==> config.mk <==
export PLATFORM = sky130hd
export DESIGN_NAME = dco_fll_ctrl
export DESIGN_NICKNAME = d
export VERILOG_FILES = /design/src/rtl/dco_fll_pkg.sv /design/src/rtl/dco_fll_ctrl_edge_counter.sv /design/src/rtl/dco_fll_ctrl.sv
export SDC_FILE = /design/constraint.sdc
export NUM_CORES = 1
export LEC_CHECK = 0
export BUFFER_PORTS_ARGS = -buffer_cell sky130_fd_sc_hd__buf_2
export CAP_MARGIN = 30
export CORE_MARGIN = 2
export CORE_UTILIZATION = 50
export DETAILED_ROUTE_END_ITERATION = 8
export PLACE_DENSITY = 0.79
export SLEW_MARGIN = 20
export SYNTH_ARGS = -nofsm -noshare
export SYNTH_HDL_FRONTEND = slang
export SYNTH_SLANG_ARGS = --single-unit
export TNS_END_PERCENT = 100
==> constraint.sdc <==
create_clock -name clk_i -period 3.8 [get_ports clk_i]
set_input_delay 0.57 -clock clk_i [delete_from_list [all_inputs] [get_ports clk_i]]
set_output_delay 0.57 -clock clk_i [all_outputs]
set_load 0.02 [all_outputs]
==> src/rtl/dco_fll_pkg.sv <==
// dco_fll_pkg: shared types and constants for the DCO frequency-locked-loop controller.
//   state_e    : controller states
//   CODE_W     : width of the DCO control code
//   bit_cycles : clk cycles spent on one SAR bit (SET + SETTLE + MEASURE + DECIDE)
package dco_fll_pkg;

  localparam int CODE_W = 8;

  typedef enum logic [2:0] {
    IDLE,
    SET,
    SETTLE,
    MEASURE,
    DECIDE,
    DONE,
    TRACK
  } state_e;

  function automatic int bit_cycles(input int settle_cycles, input int window_cycles);
    return settle_cycles + window_cycles + 2;
  endfunction

endpackage

==> src/rtl/dco_fll_ctrl_edge_counter.sv <==
// dco_edge_counter: saturating DCO edge counter plus a shared settle/window down-timer.
//   clk_i, rst_i   : clock, synchronous active-high reset
//   cnt_clr_i      : clear the edge count (takes priority over counting)
//   cnt_en_i       : count enable; each edge_i pulse adds one while enabled
//   edge_i         : one-cycle pulse per synchronised DCO edge
//   tmr_load_i     : load the timer with tmr_val_i
//   tmr_val_i      : timer load value (cycles remaining minus one)
//   count_o        : current edge count, sticks at all-ones
//   tmr_zero_o     : timer has reached zero (terminal count)
module dco_edge_counter
  import dco_fll_pkg::*;
#(
  parameter int CNT_W = 16,
  parameter int TMR_W = 8
) (
  input  logic             clk_i,
  input  logic             rst_i,
  input  logic             cnt_clr_i,
  input  logic             cnt_en_i,
  input  logic             edge_i,
  input  logic             tmr_load_i,
  input  logic [TMR_W-1:0] tmr_val_i,
  output logic [CNT_W-1:0] count_o,
  output logic             tmr_zero_o
);

  logic [CNT_W-1:0] cnt_q;
  logic [TMR_W-1:0] tmr_q;

  always_ff @(posedge clk_i) begin
    if (rst_i) begin
      cnt_q <= '0;
      tmr_q <= '0;
    end else begin
      if (cnt_clr_i) begin
        cnt_q <= '0;
      end else if (cnt_en_i && edge_i && (cnt_q != '1)) begin
        cnt_q <= cnt_q + CNT_W'(1);
      end

      if (tmr_load_i) begin
        tmr_q <= tmr_val_i;
      end else if (tmr_q != '0) begin
        tmr_q <= tmr_q - TMR_W'(1);
      end
    end
  end

  assign count_o    = cnt_q;
  assign tmr_zero_o = (tmr_q == '0);

endmodule

==> src/rtl/dco_fll_ctrl.sv <==
// dco_fll_ctrl: SAR frequency-locked-loop controller for an 8-bit DCO code.
// Counts DCO edges over a fixed window and binary-searches the code so the
// count approaches target_count_i.
//   clk_i, rst_i    : clock, synchronous active-high reset
//   start_i         : begin a search (only honoured in IDLE)
//   abort_i         : return to IDLE next edge, code is kept
//   target_count_i  : desired edges per window, latched on start
//   dco_edge_i      : one-cycle pulse per synchronised DCO edge
//   dco_code_o      : code driven to the DCO
//   busy_o          : high outside IDLE
//   done_o          : one-cycle pulse when a search completes
//   locked_o        : final |count - target| <= TOL
//   last_count_o    : count of the most recent completed window
// Build option: define DCO_FLL_TRACK_EN to keep tracking after the search.
//
//   state   | meaning
//   IDLE    | waiting for start
//   SET     | set trial bit idx
//   SETTLE  | let the DCO settle
//   MEASURE | count edges over the window
//   DECIDE  | keep/clear trial bit, next bit or finish
//   DONE    | pulse done, report lock
//   TRACK   | +/-1 code step after each window (option build)
module dco_fll_ctrl
  import dco_fll_pkg::*;
#(
  parameter int WINDOW_CYCLES = 256,
  parameter int SETTLE_CYCLES = 16,
  parameter int CNT_W         = 16,
  parameter int TOL           = 2
) (
  input  logic              clk_i,
  input  logic              rst_i,
  input  logic              start_i,
  input  logic              abort_i,
  input  logic [CNT_W-1:0]  target_count_i,
  input  logic              dco_edge_i,
  output logic [CODE_W-1:0] dco_code_o,
  output logic              busy_o,
  output logic              done_o,
  output logic              locked_o,
  output logic [CNT_W-1:0]  last_count_o
);

  localparam int TMR_MAX = (WINDOW_CYCLES > SETTLE_CYCLES) ? WINDOW_CYCLES - 1 : SETTLE_CYCLES - 1;
  localparam int TMR_W   = (TMR_MAX < 1) ? 1 : $clog2(TMR_MAX + 1);
  localparam logic [TMR_W-1:0] SETTLE_LD = TMR_W'(SETTLE_CYCLES - 1);
  localparam logic [TMR_W-1:0] WINDOW_LD = TMR_W'(WINDOW_CYCLES - 1);

  state_e            state_q;
  logic [2:0]        idx_q;
  logic [CODE_W-1:0] code_q;
  logic              busy_q;
  logic              done_q;
  logic              locked_q;
  logic [CNT_W-1:0]  target_q;
  logic [CNT_W-1:0]  last_q;
`ifdef DCO_FLL_TRACK_EN
  logic              trk_q;
`endif

  logic [CNT_W-1:0] count;
  logic [CNT_W-1:0] diff;
  logic             in_tol;
  logic             tmr_zero;
  logic             tmr_load;
  logic [TMR_W-1:0] tmr_val;
  logic             cnt_clr;
  logic             cnt_en;

  dco_edge_counter #(
    .CNT_W (CNT_W),
    .TMR_W (TMR_W)
  ) u_cnt (
    .clk_i      (clk_i),
    .rst_i      (rst_i),
    .cnt_clr_i  (cnt_clr),
    .cnt_en_i   (cnt_en),
    .edge_i     (dco_edge_i),
    .tmr_load_i (tmr_load),
    .tmr_val_i  (tmr_val),
    .count_o    (count),
    .tmr_zero_o (tmr_zero)
  );

  // Every state that moves into SETTLE loads the settle time; the end of
  // SETTLE loads the window and clears the count for the new measurement.
  always_comb begin
    tmr_load = 1'b0;
    tmr_val  = SETTLE_LD;
    cnt_clr  = 1'b0;
    cnt_en   = 1'b0;
    case (state_q)
      SET, DONE, TRACK: tmr_load = 1'b1;
      SETTLE: begin
        if (tmr_zero) begin
          tmr_load = 1'b1;
          tmr_val  = WINDOW_LD;
          cnt_clr  = 1'b1;
        end
      end
      MEASURE: cnt_en = 1'b1;
      default: ;
    endcase
  end

  assign diff   = (count > target_q) ? (count - target_q) : (target_q - count);
  assign in_tol = (diff <= CNT_W'(TOL));

  always_ff @(posedge clk_i) begin
    if (rst_i) begin
      state_q  <= IDLE;
      idx_q    <= 3'd7;
      code_q   <= '0;
      busy_q   <= 1'b0;
      done_q   <= 1'b0;
      locked_q <= 1'b0;
      target_q <= '0;
      last_q   <= '0;
`ifdef DCO_FLL_TRACK_EN
      trk_q    <= 1'b0;
`endif
    end else if (abort_i) begin
      state_q  <= IDLE;
      busy_q   <= 1'b0;
      done_q   <= 1'b0;
      locked_q <= 1'b0;
`ifdef DCO_FLL_TRACK_EN
      trk_q    <= 1'b0;
`endif
    end else begin
      done_q <= 1'b0;
      case (state_q)
        IDLE: begin
          if (start_i) begin
            // The code restarts from zero so stale low bits of an earlier
            // search cannot bias the binary search.
            target_q <= target_count_i;
            locked_q <= 1'b0;
            idx_q    <= 3'd7;
            code_q   <= '0;
            busy_q   <= 1'b1;
            state_q  <= SET;
          end
        end
        SET: begin
          code_q[idx_q] <= 1'b1;
          state_q       <= SETTLE;
        end
        SETTLE: begin
          if (tmr_zero) state_q <= MEASURE;
        end
        MEASURE: begin
`ifdef DCO_FLL_TRACK_EN
          if (tmr_zero) state_q <= trk_q ? TRACK : DECIDE;
`else
          if (tmr_zero) state_q <= DECIDE;
`endif
        end
        DECIDE: begin
          last_q <= count;
          if (count > target_q) code_q[idx_q] <= 1'b0;
          if (idx_q == 3'd0) begin
            // Lock is judged on the last measured window; the final code is
            // not measured again.
            done_q   <= 1'b1;
            locked_q <= in_tol;
            state_q  <= DONE;
          end else begin
            idx_q   <= idx_q - 3'd1;
            state_q <= SET;
          end
        end
        DONE: begin
`ifdef DCO_FLL_TRACK_EN
          trk_q   <= 1'b1;
          state_q <= SETTLE;
`else
          busy_q  <= 1'b0;
          state_q <= IDLE;
`endif
        end
`ifdef DCO_FLL_TRACK_EN
        TRACK: begin
          last_q   <= count;
          locked_q <= in_tol;
          if (!in_tol) begin
            if (count > target_q) begin
              if (code_q != '0) code_q <= code_q - CODE_W'(1);
            end else begin
              if (code_q != '1) code_q <= code_q + CODE_W'(1);
            end
          end
          state_q <= SETTLE;
        end
`endif
        default: state_q <= IDLE;
      endcase
    end
  end

  assign dco_code_o   = code_q;
  assign busy_o       = busy_q;
  assign done_o       = done_q;
  assign locked_o     = locked_q;
  assign last_count_o = last_q;

endmodule

==> metrics.sh <==
RUN_STATUS='complete, no violations'
WORST-R2R-SETUP-SLACK_PS=630
CLK_LATENCY_PS=370
HTREEDEPTH=3
HOLDBUFCOUNTCTS=0
PLACE.PORT_BUFFERS=47
DOMINANTREGCELLSYNTH='dfxtp_1'
SYNTH.TOP_CELL.AREA_SHARE_PCT=30.01
CPPEAKSTAGEDELAY_PS=660
GLOBAL_ROUTE.OVERFLOW_TOTAL=0
HIGHEST_COUNT_CELLS_IN_THE_LAYOUT_IGNORING_FILL_AND_TAPS='100 x nand2_1, 78 x a21oi_1, 73 x dfxtp_1, 57 x nor2_1, 48 x inv_1'
GRT_USAGE_PCT=25.13
FIN_CRIT_SH_PCT=83.53
POWER-PER-CELL-AREA_nW_PER_UM2=386.2
POST_CTS.RESIZED_INSTANCES=0
FIN_TNS_SETUP_PS=0
GRT_FIRST_PASS_WIRELENGTH_MM=20.72
ANTENNA_FOUND_INITIAL=0
INITIAL_CORE_UTIL_PCT=50.76
DIE_OUTLINE_AREA_UM2=10550
POWER.STATIC_LEAKAGE_nW=2.172
YOSYSWARNINGS=0
MAPPEDNETLISTAREA_UM2=4870
VIAS_POST_DR=4620
AVERAGE_INSTANCE_AREA_AFTER_SYNTHESIS_UM2=7.538
1ST_ITER_DRT_VIOLS=373
FINAL_CRITICAL_PATH_SETUP_SLACK_PS=625.7
CAP_VIOL_MAX_COUNT=0
POSTSYNTHCELLCOUNT=646
FIRST_GLOBAL_VIAS=4356
WORST_IR_DROP_VDD_mV=0.3640
MOST_FREQUENT_STANDARD_CELL_IN_THE_LAYOUT_EXCLUDING_FILL_AND_TAP_CELLS='nand2_1'
P_INT_mW=1.374
TOTAL_SETUP_VIOLATIONS_REPORTED_AT_THE_END_OF_THE_FLOW=0
SEQ_POWER_SHARE_PCT=41.5
COMBPWRFRAC_PCT=29.2
SKEW_PS=15.39
CTS_BUFFERS=9
DESIGN.PORTCOUNT=48
FINAL.MIN_CLOCK_PERIOD_PS=3174
CLOCK-SINKS=73
CLKTRANSATPATHREGS_PS=90
CP_DATA_ARRIVAL_TIME_PS=3490
WORST_TRAN_PIN_VALUE_PS=839.8
SHARE_OF_FLIP_FLOPS_WITH_AN_ASYNCHRONOUS_SET_OR_RESET_AFTER_SYNTHESIS_PCT=0
GP_CONGESTION=0.9744
CP_CELL_SEQUENCE='inv_1, ha_1, nor2b_1, o21ai_0, or3b_2, a2111oi_0, nand4_1, or4_1, a21oi_1, a31o_1'
CP_MAX_FO=4
SYNTH_TOP_AREA_CELL='dfxtp_1'
ROUTE.DETAILED.VIAS_PER_INST=5.690
WORST-ENDPOINT-REQUIRED_PS=4120
WL_PER_CELL_UM=15.76
AREA_GROWTH_SYN_TO_LAYOUT_PCT=9.841
DP_HPWL_MM=9.680
CP-END-KIND='register'
NETSW_mW=0.6917
POSTSYNTHNETCOUNT=704
DESIGN.CORE.AREA_UM2=9594
ANTENNA-DIODE-COUNT=0
FMAX_GHz=0.3150
UNREPAIRED_SETUP_ENDPOINTS_AFTER_GLOBAL_ROUTING='no'
CLKPWRFRAC_PCT=29.2
FINAL-HOLD-VIOLATION-COUNT=0
DRT-TOTAL-WL_MM=12.79
DRT_PRE_ANTENNA_ITERS=6
POST-LAYOUT-TOTAL-POWER_mW=2.066
SWITCHING_SHARE_PCT=33.49
CRITICAL_PATH.SLOWEST_CELL='a2111oi_0'
ANTENNA_LEFT=0
CLOCK_TREE_FROM_TRITONCTS='built'
DIE_X_UM=102.7
CRIT_TYPE='reg2reg'
YOSYS_REGISTER_BITS=73
POST_SYNTH_NUM_CELL_TYPES=60
LAYOUT-DRIVE-GT1-SHARE_PCT=12.22
NUM_ROWS=36
HOLD_PATH.CLASS='in2reg'
WORSTSETUPSTARTPOINTTYPE='register'
DIE_H_UM=102.7
SHARE_OF_THE_YOSYS_CHIP_AREA_BELONGING_TO_REGISTERS_PCT=30.01
NUMBER_OF_ENABLE_FLIP_FLOP_CELLS_AFTER_SYNTHESIS=0
CLOCK-ROOT-BUFFER='clkbuf_8'
CTS-ROOT-TO-SINK-BUFFERS=2
TIMING_MAX_TRANSITION_VIOLATIONS_FINAL=0
DP_SLACK_PS=682.0
FINAL_NET_COUNT=733
DRC=0
SLEW_HEADROOM_PCT=43.75
SYNTH_TOP_CELLS_BY_AREA='dfxtp_1 30%, ha_1 9.0%, a21oi_1 8.0%'
POST_CTS_BUFFERS=0
LARGEST_NET_DEGREE_AT_THE_START_OF_GLOBAL_ROUTING=52
-- flip-flops by register name, indices dropped and copies added (netlist names) --
signal,cells
busy_o,1
dco_code_o,8
done_o,1
idx_q,3
last_count_o,16
locked_o,1
state_q,3
target_q,16
u_cnt.count_o,16
u_cnt.tmr_q,8
-- worst max-delay path, delay by kind of cell, from the launching register on --
| family | cells | cell delay, ps |
|---|---|---|
| adder cells (fa/ha/maj) | 1 | 330 |
| buffers and inverters | 1 | 110 |
| AND/OR/NAND/NOR | 4 | 1190 |
| flip-flops | 1 | 420 |
| AO/OA/AOI/OAI | 4 | 1080 |
-- worst paths after layout --
kind                                         from               end  depth (start not counted)
worst max register to register        target_q[1]          locked_o                         10
worst min-delay path            target_count_i[7]       target_q[7]                          3
worst min register to register   last_count_o[13]  last_count_o[13]                          2
worst max-delay path                  target_q[1]          locked_o                         10
-- Yosys cell counts, drive strengths merged, types with 3 or more instances --
master / instances
a2111oi: 4
a211oi: 11
a21boi: 3
a21o: 7
a21oi: 80
a31oi: 7
and3: 7
buf: 11
clkbuf: 25
dfxtp: 73
ha: 35
inv: 48
nand2: 100
nand2b: 9
nand3: 7
nand4: 13
nor2: 57
nor2b: 5
nor3: 15
nor3b: 3
o21a: 8
o21ai: 23
o21bai: 6
o31ai: 9
or2: 3
or3: 5
xnor2: 30
xor2: 8
-- power by group through the flow --
stage | Clock, mW | Combinational [mW] | Sequential [mW]
global placement | 0 | 0.573 | 0.872
floorplan | 0 | 0.485 | 0.863
CTS | 0.609 | 0.602 | 0.858
finish | 0.604 | 0.604 | 0.858
global route | 0.637 | 0.675 | 0.864
detailed placement | 0 | 0.601 | 0.875
-- cell type report --
class	count	area, um2
inverter	48	180.2
multi-input combinational	489	3065
tap	133	166.4
clock buffer	10	127.6
clock inverter	5	56.30
fill	887	4245
timing repair buffer	54	291.5
sequential	73	1461
-- kinds of logic (layout without fill, tap and decap cells) --
logic type      Yosys count  after routing  synth area share (%)
xor+xnor                 38             38                 6.835
simple gates            233            233                 21.71
flops                    73             73                 30.01
mux                       4              4                0.8736
compound gates          177            177                 23.72
buf+inv                  84            117                 7.040
fa+ha+maj                37             37                 9.815
-- routing by layer --
metal  global-route usage, %  vias to the layer above  wire (um)
li1                        -                     2275          -
met1                   30.97                     2158       5539
met2                   43.39                      153       6092
met3                   4.814                       34        789
met4                   9.641                        0        372
met5                       0                        -          0
-- stage by stage --
step,util (%),cells,hold WS (ps),cell area [um2]
2_1_floorplan,-,646,436.3,4870
3_3_place_gp,53.72,796,441.5,5154
3_5_place_dp,53.83,797,447.9,5165
4_1_cts,55.75,812,432.0,5349
5_1_grt,55.75,812,448.0,5349
6_report,55.75,812,428.9,5349
No activity file was read; power rests on OpenSTA's default activity.
